File: src/rtl/pinmux_pkg.sv
// rtl/pinmux_pkg.sv - shared types and constants for the pin-mux configuration sequencer
package pinmux_pkg;

   typedef enum logic [3:0] {
      ST_IDLE    = 4'd0,
      ST_ARB     = 4'd1,
      ST_WRITE   = 4'd2,
      ST_RD_REQ  = 4'd3,
      ST_RD_WAIT = 4'd4,
      ST_CHECK   = 4'd5,
      ST_NEXT    = 4'd6,
      ST_DONE    = 4'd7,
      ST_ERR     = 4'd8
   } seq_state_t;

   typedef enum logic [1:0] {
      FUNC0 = 2'd0,
      FUNC1 = 2'd1,
      FUNC2 = 2'd2,
      FUNC3 = 2'd3
   } pin_func_t;

   // Each control word holds 16 pins at 2 bits; pins 16-31 live at address|1.
   localparam int FUNC_W        = 2;
   localparam int PINS_PER_WORD = 16;

   function automatic logic [31:0] pin_field(input logic [3:0] pin, input pin_func_t func);
      return {30'd0, func} << {pin, 1'b0};
   endfunction

   function automatic logic [31:0] word_addr(input logic [31:0] base, input logic high_half);
      return high_half ? (base | 32'd1) : (base & ~32'd1);
   endfunction

endpackage

File: src/rtl/pinmux_cfg_seq_if.sv
// rtl/pinmux_cfg_seq_if.sv - peripheral-bus request/grant and strobe signals of the sequencer
interface pinmux_cfg_seq_if;
   logic        bus_req;
   logic        bus_gnt;
   logic [31:0] sys_w_addr;
   logic [31:0] sys_w_line;
   logic        sys_w;
   logic [31:0] sys_r_addr;
   logic        sys_r;
   logic [31:0] sys_r_line;

   modport master (
      output bus_req, sys_w_addr, sys_w_line, sys_w, sys_r_addr, sys_r,
      input  bus_gnt, sys_r_line
   );

   modport slave (
      input  bus_req, sys_w_addr, sys_w_line, sys_w, sys_r_addr, sys_r,
      output bus_gnt, sys_r_line
   );
endinterface

File: src/rtl/pinmux_cfg_seq.sv
// rtl/pinmux_cfg_seq.sv - table-driven pin-mux register writer with optional read-back verify and retry
module pinmux_cfg_seq
   import pinmux_pkg::*;
#(
   parameter int IDX_W     = 4,
   parameter bit VERIFY    = 1'b1,
   parameter int MAX_RETRY = 3
) (
   input  logic                 clk,
   input  logic                 rst,
   input  logic                 start,
   input  logic                 abort,
   input  logic [IDX_W:0]       tbl_count,
   output logic [IDX_W-1:0]     tbl_idx,
   input  logic [31:0]          tbl_addr,
   input  logic [31:0]          tbl_data,
   pinmux_cfg_seq_if.master     bus,
   output logic                 busy,
   output logic                 done,
   output logic                 error,
   output logic [IDX_W-1:0]     err_idx
);

   localparam int RTRY_W = $clog2(MAX_RETRY + 2);
   localparam logic [RTRY_W-1:0] RETRY_LIMIT = RTRY_W'(MAX_RETRY);

   seq_state_t        state_q, state_d;
   logic [IDX_W-1:0]  idx_q, idx_d;
   logic [IDX_W:0]    count_q, count_d;
   logic [RTRY_W-1:0] retry_q, retry_d;
   logic              bus_req_q, bus_req_d;
   logic              sys_w_q, sys_w_d;
   logic              sys_r_q, sys_r_d;
   logic [31:0]       w_addr_q, w_addr_d;
   logic [31:0]       w_line_q, w_line_d;
   logic [31:0]       r_addr_q, r_addr_d;
   logic              busy_q, busy_d;
   logic              done_q, done_d;
   logic              error_q, error_d;
   logic [IDX_W-1:0]  err_idx_q, err_idx_d;

   always_ff @(posedge clk or negedge rst) begin
      if (!rst) begin
         state_q   <= ST_IDLE;
         idx_q     <= '0;
         count_q   <= '0;
         retry_q   <= '0;
         bus_req_q <= 1'b0;
         sys_w_q   <= 1'b0;
         sys_r_q   <= 1'b0;
         w_addr_q  <= '0;
         w_line_q  <= '0;
         r_addr_q  <= '0;
         busy_q    <= 1'b0;
         done_q    <= 1'b0;
         error_q   <= 1'b0;
         err_idx_q <= '0;
      end else begin
         state_q   <= state_d;
         idx_q     <= idx_d;
         count_q   <= count_d;
         retry_q   <= retry_d;
         bus_req_q <= bus_req_d;
         sys_w_q   <= sys_w_d;
         sys_r_q   <= sys_r_d;
         w_addr_q  <= w_addr_d;
         w_line_q  <= w_line_d;
         r_addr_q  <= r_addr_d;
         busy_q    <= busy_d;
         done_q    <= done_d;
         error_q   <= error_d;
         err_idx_q <= err_idx_d;
      end
   end

   always_comb begin
      state_d   = state_q;
      idx_d     = idx_q;
      count_d   = count_q;
      retry_d   = retry_q;
      bus_req_d = bus_req_q;
      sys_w_d   = 1'b0;
      sys_r_d   = 1'b0;
      w_addr_d  = w_addr_q;
      w_line_d  = w_line_q;
      r_addr_d  = r_addr_q;
      busy_d    = busy_q;
      done_d    = done_q;
      error_d   = error_q;
      err_idx_d = err_idx_q;

      case (state_q)
         ST_IDLE, ST_DONE, ST_ERR: begin
            if (start) begin
               done_d    = 1'b0;
               error_d   = 1'b0;
               err_idx_d = '0;
               count_d   = tbl_count;
               idx_d     = '0;
               retry_d   = '0;
               if (tbl_count == '0) begin
                  state_d = ST_DONE;
                  done_d  = 1'b1;
                  busy_d  = 1'b0;
               end else begin
                  state_d   = ST_ARB;
                  busy_d    = 1'b1;
                  bus_req_d = 1'b1;
               end
            end
         end
         ST_ARB: begin
            if (abort) begin
               state_d   = ST_ERR;
               error_d   = 1'b1;
               err_idx_d = idx_q;
               busy_d    = 1'b0;
               bus_req_d = 1'b0;
            end else if (bus.bus_gnt) begin
               state_d  = ST_WRITE;
               sys_w_d  = 1'b1;
               w_addr_d = tbl_addr;
               w_line_d = tbl_data;
            end
         end
         ST_WRITE: begin
            state_d = VERIFY ? ST_RD_REQ : ST_NEXT;
         end
         ST_RD_REQ: begin
            if (abort) begin
               state_d   = ST_ERR;
               error_d   = 1'b1;
               err_idx_d = idx_q;
               busy_d    = 1'b0;
               bus_req_d = 1'b0;
            end else if (bus.bus_gnt) begin
               state_d  = ST_RD_WAIT;
               sys_r_d  = 1'b1;
               r_addr_d = w_addr_q;
            end
         end
         ST_RD_WAIT: begin
            state_d = ST_CHECK;
         end
         // The slave answers one cycle after the strobe it sees, i.e. during CHECK.
         ST_CHECK: begin
            if (bus.sys_r_line == w_line_q) begin
               state_d = ST_NEXT;
            end else if (retry_q < RETRY_LIMIT) begin
               retry_d = retry_q + 1'b1;
               state_d = ST_ARB;
            end else begin
               state_d   = ST_ERR;
               error_d   = 1'b1;
               err_idx_d = idx_q;
               busy_d    = 1'b0;
               bus_req_d = 1'b0;
            end
         end
         ST_NEXT: begin
            retry_d = '0;
            if ({1'b0, idx_q} == count_q - 1'b1) begin
               state_d   = ST_DONE;
               done_d    = 1'b1;
               busy_d    = 1'b0;
               bus_req_d = 1'b0;
            end else begin
               idx_d   = idx_q + 1'b1;
               state_d = ST_ARB;
            end
         end
         default: begin
            state_d = ST_IDLE;
         end
      endcase
   end

   assign tbl_idx        = idx_q;
   assign bus.bus_req    = bus_req_q;
   assign bus.sys_w      = sys_w_q;
   assign bus.sys_w_addr = w_addr_q;
   assign bus.sys_w_line = w_line_q;
   assign bus.sys_r      = sys_r_q;
   assign bus.sys_r_addr = r_addr_q;
   assign busy           = busy_q;
   assign done           = done_q;
   assign error          = error_q;
   assign err_idx        = err_idx_q;

endmodule
File: src/flat_wrapper.sv
// flat-port wrapper written by rule: the top's interface ports become plain ports
module pinmux_cfg_seq_flat import pinmux_pkg::*;
#(
   parameter int IDX_W     = 4,
   parameter bit VERIFY    = 1'b1,
   parameter int MAX_RETRY = 3
)
  (clk, rst, start, abort, tbl_count, tbl_idx, tbl_addr, tbl_data, busy, done, error, err_idx, bus_bus_req, bus_sys_w_addr, bus_sys_w_line, bus_sys_w, bus_sys_r_addr, bus_sys_r, bus_bus_gnt, bus_sys_r_line);
  pinmux_cfg_seq_if bus_i ();
  input  logic clk;
  input  logic rst;
  input  logic start;
  input  logic abort;
  input  logic [IDX_W:0] tbl_count;
  output logic [IDX_W-1:0] tbl_idx;
  input  logic [31:0] tbl_addr;
  input  logic [31:0] tbl_data;
  output logic busy;
  output logic done;
  output logic error;
  output logic [IDX_W-1:0] err_idx;
  output wire logic [$bits(bus_i.bus_req)-1:0] bus_bus_req;
  output wire logic [$bits(bus_i.sys_w_addr)-1:0] bus_sys_w_addr;
  output wire logic [$bits(bus_i.sys_w_line)-1:0] bus_sys_w_line;
  output wire logic [$bits(bus_i.sys_w)-1:0] bus_sys_w;
  output wire logic [$bits(bus_i.sys_r_addr)-1:0] bus_sys_r_addr;
  output wire logic [$bits(bus_i.sys_r)-1:0] bus_sys_r;
  input wire logic [$bits(bus_i.bus_gnt)-1:0] bus_bus_gnt;
  input wire logic [$bits(bus_i.sys_r_line)-1:0] bus_sys_r_line;
  assign bus_bus_req = bus_i.bus_req;
  assign bus_sys_w_addr = bus_i.sys_w_addr;
  assign bus_sys_w_line = bus_i.sys_w_line;
  assign bus_sys_w = bus_i.sys_w;
  assign bus_sys_r_addr = bus_i.sys_r_addr;
  assign bus_sys_r = bus_i.sys_r;
  assign bus_i.bus_gnt = bus_bus_gnt;
  assign bus_i.sys_r_line = bus_sys_r_line;
  pinmux_cfg_seq #(.IDX_W(IDX_W), .VERIFY(VERIFY), .MAX_RETRY(MAX_RETRY)) u_core (.clk(clk), .rst(rst), .start(start), .abort(abort), .tbl_count(tbl_count), .tbl_idx(tbl_idx), .tbl_addr(tbl_addr), .tbl_data(tbl_data), .bus(bus_i), .busy(busy), .done(done), .error(error), .err_idx(err_idx));
endmodule
File: config.mk
export PLATFORM = sky130hd
export DESIGN_NAME = pinmux_cfg_seq_flat
export DESIGN_NICKNAME = d
export VERILOG_FILES = /design/src/rtl/pinmux_pkg.sv /design/src/rtl/pinmux_cfg_seq_if.sv /design/src/rtl/pinmux_cfg_seq.sv /design/src/flat_wrapper.sv
export SDC_FILE = /design/constraint.sdc
export NUM_CORES = 1
export LEC_CHECK = 0
export BUFFER_PORTS_ARGS = -buffer_cell sky130_fd_sc_hd__buf_2
export CAP_MARGIN = 20
export CELL_PAD_IN_SITES_DETAIL_PLACEMENT = 0
export CELL_PAD_IN_SITES_GLOBAL_PLACEMENT = 1
export CORE_ASPECT_RATIO = 0.7
export CORE_MARGIN = 10
export CORE_UTILIZATION = 25
export DETAILED_ROUTE_END_ITERATION = 8
export GPL_TIMING_DRIVEN = 1
export PLACE_DENSITY_LB_ADDON = 0.1
export SYNTH_ARGS = -nofsm -noshare
export SYNTH_HDL_FRONTEND = slang
export SYNTH_SLANG_ARGS = --single-unit
File: constraint.sdc
create_clock -name clk -period 6 [get_ports clk]
set_input_delay 0.9 -clock clk [delete_from_list [all_inputs] [get_ports clk]]
set_output_delay 0.9 -clock clk [all_outputs]
set_load 0.005 [all_outputs]
==> flow_summary.yaml, run 1 <==
global_route:
  grt_usage_pct: 12.9
  use_met3_pct: 4.99
  grt_util_met1_pct: 15.9
  grt_busiest_layer: "met2"
  grt_pass1_wl_mm: 28.4
  grt_max_degree: 77
  use_met2_pct: 20.6
  grt-ovfl-total: 0
  grt_pass1_vias: 4807
  grt_antenna_before_repair: 2
drt:
  final_antenna_net_count: 0
  via_per_inst: 4.25
  drc_errors: 0
  drtIter0Drc: 186
  first_pass_iters: 4
  wire_per_inst_um: 16.7
  via_count: 4629
  drt-total-wl_mm: 18.3
timing:
  tns_ns: 0
  worst_pin_slew_ns: 0.988
  fin_crit_sh_pct: 42.6
  fmax_ghz: 0.392
  worst_slack_ns: 3.45
  rsz0062_at_grt: "no"
  hold_viol_final: 0
  setup_viol: 0
  min_period_ns: 2.55
  relSlewSlack_pct: 34.1
  report.final.slew_viol_count: 0
  fin_skew_ns: 0.0103
finish:
  drive_above_1_share_pct: 32.8
  nFillCells: 2242
  final_core_util_pct: 34.9
  fin_nets: 909
  area_delta_synth_final_pct: 35.9
  final_cells: 1090
logic_synthesis:
  ys.warnings.count: 0
  avgSynthCellArea_um2: 9.16
  synthCells: 586
  synth_ff_type: "dfrtp_1"
  yosysUniqueCellTypes: 44
  ys_top_cells_by_count: "nand2_1, dfrtp_1, xnor2_1"
  synth.most_common_cell: "nand2_1"
  ys_seq_elements: 122
  synth_top_area_cell: "dfrtp_1"
  yosysSeqAreaShare_pct: 56.9
  syn_area_um2: 5370
  synth_edf_count: 0
  synth_area_leaders: "dfrtp_1, nand2_1, xnor2_1"
  synthArstFlopShare_pct: 100
  synth_top_area_share_pct: 56.9
  syn-num-nets: 695
clocking:
  clockRootBuffer: "clkbuf_16"
  clk_latency_ns: 0.41
  cts.clk_slew.worst_paths_ns: 0.06
  cts_buffers: 17
  post_cts_buffers: 0
  clockBufferDepth: 2
  cts.sinks: 122
  postCtsHoldBufs: 0
  cts.repair.resized: 0
  htree_num_levels: 4
  cts_tree: "yes"
floorplan:
  die_h_um: 143
  start_util_pct: 25.7
  die_area_um2: 27800
  ios: 216
  placeableCoreArea_um2: 20900
  die_x_um: 195
  rows: 44
critical_path:
  reg2regPathDepth: 6
  reg2reg_slack_ns: 3.59
  timing_worst_setup_path_type: "primary input to register"
  crit_fanout: 5
  worstPathArrival_ns: 2.85
  endpoint_kind: "register"
  critPathLaunchType: "primary input"
  cp.required_ns: 6.29
pwr:
  p_leak_nw: 3.95
  p_total_mw: 3.49
  p_per_area_nw_per_um2: 478
  ir_drop_v: 0.000154
run:
  maxCapViolations: 0
run_status:
  status: "finished clean"
placement:
  io_buffers: 215
  dp_hpwl_mm: 13.3
  dp_cells: 1057
  place.gp.congestion: 0.789
  dp_slack_ns: 2.95
hold_path:
  min_path_cells: 2
  hold_path.class: "register to register"
## layer usage
layer | wire length (µm) | vias to the layer above
met5 | 0 | -
met4 | 109 | 0
met3 | 1200 | 8
met2 | 8700 | 111
met1 | 8240 | 2218
li1 | - | 2292
## sequential cells by signal, summed over array words and instances, names as in the netlist
register and flops:
u_core.state_q 4, u_core.bus.sys_r 1, u_core.tbl_idx 4, u_core.bus.sys_r_addr 32, u_core.bus.sys_w 1, u_core.busy 1
u_core.bus.bus_req 1, u_core.err_idx 4, u_core.bus.sys_w_addr 32, u_core.retry_q 3, u_core.count_q 5, u_core.bus.sys_w_line 32
u_core.error 1, u_core.done 1
## critical path: stages
cell	delay (ns)
buf_2	0.10
xnor2_1	0.19
nand4_1	0.11
nor4_1	0.66
nand3_1	0.29
and4bb_4	0.30
mux2_4	0.29
## cell usage in the layout, fill, tap and decap left out, types with 3 or more instances in the layout
| master | n |
|---|---|
| buf_4 | 6 |
| nand3_1 | 6 |
| dfrtp_1 | 122 |
| nor3b_1 | 3 |
| a21o_1 | 4 |
| o21ai_0 | 4 |
| clkbuf_16 | 17 |
| a21oi_1 | 7 |
| buf_2 | 214 |
| inv_6 | 3 |
| ha_1 | 3 |
| inv_1 | 8 |
| clkinvlp_4 | 4 |
| xnor2_1 | 37 |
| nand3b_1 | 3 |
| nor4_1 | 3 |
| nor3_1 | 5 |
| nand4_1 | 9 |
| mux2i_1 | 6 |
| clkinv_2 | 3 |
| nand2_1 | 299 |
| mux2_2 | 6 |
| nor2_1 | 7 |
## logic make-up after synthesis
kind of cell / count (synthesis) / share of synthesized area (%)
simple gates: 351 / 27.4
flops: 122 / 56.9
xor+xnor: 39 / 6.37
buf+inv: 34 / 2.73
compound gates: 24 / 3.26
mux: 13 / 2.66
fa+ha+maj: 3 / 0.700
## layout make-up
cell class | instances | area (µm²) | area share (%)
inverters | 9 | 33.8 | 0.463
flip-flops and latches | 122 | 3050 | 41.9
repair buffers | 220 | 1120 | 15.3
multi-input cells | 430 | 2170 | 29.7
clock inverters | 14 | 149 | 2.04
diodes | 2 | 5.00 | 0.0686
clock buffers | 17 | 425 | 5.83
well taps | 276 | 345 | 4.73
## worst paths after layout
kind	from	endpoint
setup / recovery	bus_sys_r_line[3]	u_core.bus.bus_req$_DFFE_PN0P_
max in group asynchronous	rst	u_core.bus.sys_w_line[25]$_DFFE_PN0P_
setup reg to reg	u_core.bus.sys_w_line[3]$_DFFE_PN0P_	u_core.bus.bus_req$_DFFE_PN0P_
hold reg to reg	u_core.bus.sys_r_addr[30]$_DFFE_PN0P_	u_core.bus.sys_r_addr[30]$_DFFE_PN0P_
min in group asynchronous	rst	u_core.bus.sys_w_line[31]$_DFFE_PN0P_
hold / removal	u_core.bus.sys_r_addr[30]$_DFFE_PN0P_	u_core.bus.sys_r_addr[30]$_DFFE_PN0P_
## per-stage QoR
stage / area [µm²] / hold slack [ns]
2_1_floorplan: 5370 / 0.463
3_3_place_gp: 6720 / 0.456
3_5_place_dp: 6720 / 0.460
4_1_cts: 7290 / 0.477
5_1_grt: 7290 / 0.494
6_report: 7290 / 0.474
## where the power goes
part	internal (mW)	switching [mW]	total [mW]
combinational	0.524	0.559	1.08
clock	0.611	0.395	1.01
sequential	1.12	0.275	1.40
Note: power is estimated with default switching activity, not from simulation.
==> inputs of run 2 (changes only) <==
clock period = 2.1 ns   (was 6 ns; I/O delays follow)
==> run 2 against run 1 <==
The flow now finishes with violations (negative hold slack). Wire length rose by 0.98%. Sequential power rose to 2.8 times the previous value. First-iteration DRC count rose by 7.5%. Worst hold slack got worse by 0.53 ns. Count of clock-buffer cells in the layout rose by 1. Flip-flop and latch count did not move.
==> flow_summary.yaml, run 2 (synthesis results as in run 1) <==
pwr:
  power_frac_comb_pct: 32.1
  intPower_mw: 6.78
  p_leak_nw: 4.11
  clockPowerShare_pct: 29.7
  p_switching_mw: 3.64
  ir_drop_v: 0.000566
  p_per_area_nw_per_um2: 1370
  p_sw_share_pct: 35.0
  p_total_mw: 10.4
  p_seq_share_pct: 38.3
clocking:
  cts_buffers: 17
  clockBufferDepth: 2
  cts_tree: "yes"
  cts.sinks: 122
  postCtsHoldBufs: 0
  clk_latency_ns: 0.41
  htree_num_levels: 4
  clockRootBuffer: "clkbuf_16"
  cts.clk_slew.worst_paths_ns: 0.06
finish:
  area_delta_synth_final_pct: 41.5
  seq_area_um2: 3060
  mostFrequentLayoutCell: "nand2_1"
  drive_above_1_share_pct: 35.4
  final_core_util_pct: 36.3
  fin_area_um2: 7590
  final_cells: 1108
  mostFrequentLayoutCells: "nand2_1, buf_2, dfrtp_1"
  fin_nets: 924
  nFillCells: 2209
  multiInputGateArea_um2: 2260
timing:
  relSlewSlack_pct: 50.3
  whs_ns: -0.0540
  setup_viol: 0
  report.final.slew_viol_count: 0
  fmax_ghz: 0.479
  hold_viol_final: 10
  fin_crit_sh_pct: 99.3
  fin_skew_ns: 0.0127
  rsz0062_at_grt: "yes"
  min_period_ns: 2.09
  worst_slack_ns: 0.0141
  tns_ns: 0
  worst_pin_slew_ns: 0.745
placement:
  dp_cells: 1071
  dpl-instance-area_um2: 6860
  io_buffers: 215
  dp_hpwl_mm: 13.5
  dp_slack_ns: -0.345
  place.gp.congestion: 0.784
critical_path:
  critPathLaunchType: "register"
  worstPathArrival_ns: 2.38
  timing_worst_setup_path_type: "register to register"
  cp.required_ns: 2.39
  endpoint_kind: "register"
  crit_fanout: 5
  reg2reg_slack_ns: 0.01
floorplan:
  die_area_um2: 27800
  start_util_pct: 25.7
  placeableCoreArea_um2: 20900
  die_h_um: 143
  ios: 216
  die_x_um: 195
  rows: 44
global_route:
  grt_antenna_before_repair: 4
  grt_max_degree: 123
  grt_pass1_vias: 4919
  grt_usage_pct: 13.0
  grt-ovfl-total: 0
  grt_pass1_wl_mm: 28.6
run_status:
  status: "complete, but fails checks"
  failed_checks: "negative hold slack"
drt:
  drtIter0Drc: 200
  via_count: 4656
  wire_per_inst_um: 16.6
  via_per_inst: 4.20
  final_antenna_net_count: 0
  drc_errors: 0
  drt-total-wl_mm: 18.4
  first_pass_iters: 4
hold_path:
  hold_path.class: "primary input to async pin"
run:
  maxCapViolations: 0
==> run 2: final timing paths <==
path                       depth (start not counted)                                 start                                    end
min reg2reg                                        2  u_core.bus.sys_r_addr[6]$_DFFE_PN0P_   u_core.bus.sys_r_addr[6]$_DFFE_PN0P_
min in group clk                                   3                          tbl_addr[17]  u_core.bus.sys_w_addr[17]$_DFFE_PN0P_
max in group asynchronous                          2                                   rst   u_core.bus.sys_w_line[3]$_DFFE_PN0P_
min                                                2                                   rst  u_core.bus.sys_w_addr[25]$_DFFE_PN0P_
max reg2reg                                        8         u_core.count_q[1]$_DFFE_PN0P_         u_core.bus.bus_req$_DFFE_PN0P_
max                                                8         u_core.count_q[1]$_DFFE_PN0P_         u_core.bus.bus_req$_DFFE_PN0P_
==> run 2: power by group through the flow <==
stage	clock (mW)	combinational, mW	sequential, mW
after floorplan	0	1.76	3.92
after global placement	0	3.32	3.97
after detailed placement	0	3.33	4.01
after CTS	3.18	3.39	3.98
after global routing	3.30	3.78	4.12
final	3.09	3.34	3.99
==> run 2: worst max-delay path: stages, from the launching register on <==
cell      delay (ns)
dfrtp_1         0.40
inv_1           0.07
ha_2            0.20
nand4b_1        0.15
a21oi_2         0.20
o311a_4         0.27
nor2_8          0.05
and4bb_4        0.35
mux2_4          0.29
==> run 2: routing by layer <==
metal	share of wire, %	track usage, %	vias to the layer above
met2	47	20.4	126
li1	-	-	2327
met4	0.94	3.61	0
met3	6.1	4.59	12
met5	0	0	-
met1	46	16.5	2191
==> run 2: area by class of cell <==
cell class / count / area share, %
sequential: 122 / 40.2
clock buffer: 18 / 5.78
timing repair buffer: 235 / 16.7
clock inverter: 14 / 2.47
antenna: 4 / 0.132
inverter: 9 / 0.445
multi-input combinational: 430 / 29.7
tap: 276 / 4.55
==> run 2: timing repair <==
item,4_1_cts,5_1_grt
cloned,0,0
setup buffers,0,1
gates resized for setup,7,9
endpoints found under the setup margin,15,6
pin swaps,4,5
==> inputs of run 3 (changes only) <==
BUFFER_PORTS_ARGS = -buffer_cell sky130_fd_sc_hd__clkbuf_2   (was -buffer_cell sky130_fd_sc_hd__buf_2)
==> run 3 against run 2 <==
Global-route usage fell by 0.18 points. Sequential power is essentially flat. Clock power shrank 9.4%. Non-clock buffer count grew 1. Worst hold slack better by 0.031 ns. Combinational power about the same. Largest cell class unchanged. Count of clock-buffer cells in the layout stayed put. Critical path depth decreased by 1. Fmax is 0.73% higher. The flow still finishes with violations (negative hold slack).
==> flow_summary.yaml, run 3 (synthesis results as in run 1) <==
run_status:
  status: "complete, but fails checks"
  failed_checks: "negative hold slack"
drt:
  final_antenna_net_count: 0
  drc_errors: 0
  via_per_inst: 4.17
  wire_per_inst_um: 16.3
  drtIter0Drc: 232
  first_pass_iters: 4
  via_count: 4616
  drt-total-wl_mm: 18.0
global_route:
  grt-ovfl-total: 0
  grt_antenna_before_repair: 2
  grt_usage_pct: 12.8
  grt_max_degree: 123
  grt_pass1_wl_mm: 28.0
  grt_pass1_vias: 4792
floorplan:
  start_util_pct: 25.7
  die_x_um: 195
  ios: 216
  placeableCoreArea_um2: 20900
  rows: 44
  die_area_um2: 27800
  die_h_um: 143
timing:
  setup_viol: 0
  tns_ns: 0
  fin_crit_sh_pct: 98.6
  whs_ns: -0.0226
  worst_pin_slew_ns: 0.688
  fin_skew_ns: 0.0198
  hold_viol_final: 6
  relSlewSlack_pct: 54.1
  rsz0062_at_grt: "yes"
  worst_slack_ns: 0.0292
  report.final.slew_viol_count: 0
  fmax_ghz: 0.483
  min_period_ns: 2.07
pwr:
  intPower_mw: 6.51
  clockPowerShare_pct: 27.6
  p_per_area_nw_per_um2: 1340
  p_sw_share_pct: 35.8
  p_seq_share_pct: 39.5
  p_leak_nw: 4.06
  power_frac_comb_pct: 32.9
  p_switching_mw: 3.63
  ir_drop_v: 0.000481
placement:
  place.gp.congestion: 0.825
  io_buffers: 215
  dp_hpwl_mm: 13.5
  dp_slack_ns: -0.315
  dpl-instance-area_um2: 6860
clocking:
  htree_num_levels: 4
  cts_buffers: 17
  clockRootBuffer: "clkbuf_16"
  cts_tree: "yes"
  clk_latency_ns: 0.42
  clockBufferDepth: 2
  cts.sinks: 122
  cts.clk_slew.worst_paths_ns: 0.07
finish:
  fin_nets: 925
  mostFrequentLayoutCells: "nand2_1, clkbuf_2, dfrtp_1"
  mostFrequentLayoutCell: "nand2_1"
  nFillCells: 2206
  drive_above_1_share_pct: 35.6
  area_delta_synth_final_pct: 40.5
  fin_area_um2: 7540
hold_path:
  hold_path.class: "primary input to async pin"
critical_path:
  reg2reg_slack_ns: 0.03
  timing_worst_setup_path_type: "register to register"
  crit_fanout: 3
  endpoint_kind: "register"
  worstPathArrival_ns: 2.37
  critPathLaunchType: "register"
  cp.required_ns: 2.40
run:
  maxCapViolations: 0
## run 3: what timing repair did
action                     4_1_cts  5_1_grt
hold buffers                     0        0
setup endpoints to repair       15        8
resized for setup                5       13
pin swaps                        2        5
setup buffers                    1        1
gates cloned                     0        0
## run 3: routing by layer
| layer | share of wire (%) | wire [µm] | GRT usage, % | vias to the layer above |
|---|---|---|---|---|
| li1 | - | - | - | 2332 |
| met1 | 46 | 8270 | 16.2 | 2168 |
| met2 | 47 | 8450 | 20.0 | 110 |
| met3 | 6.8 | 1220 | 4.99 | 6 |
| met4 | 0.60 | 108 | 3.25 | 0 |
| met5 | 0 | 0 | 0 | - |
## run 3: path summary, 6_finish.rpt
| kind | endpoint | cells past startpoint | startpoint |
|---|---|---|---|
| worst max register to register | u_core.bus.bus_req$_DFFE_PN0P_ | 7 | u_core.bus.sys_w_line[3]$_DFFE_PN0P_ |
| max in group asynchronous | u_core.state_q[3]$_DFFE_PN0P_ | 2 | rst |
| worst min register to register | u_core.bus.sys_r_addr[29]$_DFFE_PN0P_ | 2 | u_core.bus.sys_r_addr[29]$_DFFE_PN0P_ |
| worst min-delay path | u_core.bus.sys_w_line[31]$_DFFE_PN0P_ | 2 | rst |
| worst max-delay path | u_core.bus.bus_req$_DFFE_PN0P_ | 7 | u_core.bus.sys_w_line[3]$_DFFE_PN0P_ |
| min in group clk | u_core.bus.sys_w_addr[24]$_DFFE_PN0P_ | 3 | tbl_addr[24] |
## run 3: worst max-delay path, stage by stage, from the launching register on
cell and delay (ns):
dfrtp_2 0.43, xnor2_2 0.18, nand4_1 0.16, nor4_4 0.38, buf_4 0.19, nand3_4 0.08, and4bb_4 0.24, mux2_4 0.29
## run 3: power groups by stage
stage	clock network, mW	registers (mW)	logic (mW)
CTS	2.89	4.00	3.38
floorplan	0	3.92	1.76
global route	3.02	4.15	3.77
finish	2.80	4.00	3.33
global placement	0	4.01	3.29
detailed placement	0	4.03	3.31
## run 3: final cells by class
cell class	count	area, µm²	share of cell area [%]
clock buffers	18	429	5.69
multi-input cells	430	2260	30.0
repair buffers	236	1280	16.9
inverters	9	33.8	0.448
diodes	1	2.50	0.0332
well taps	276	345	4.58
flip-flops and latches	122	3060	40.5
clock inverters	14	138	1.82
## run 3: through the flow
stage	std cells	power (mW)	util (%)
2_1_floorplan	586	5.68	-
3_3_place_gp	1071	7.29	32.8
3_5_place_dp	1071	7.34	32.8
4_1_cts	1104	10.3	35.7
5_1_grt	1105	10.9	36.0
6_report	1106	10.1	36.1
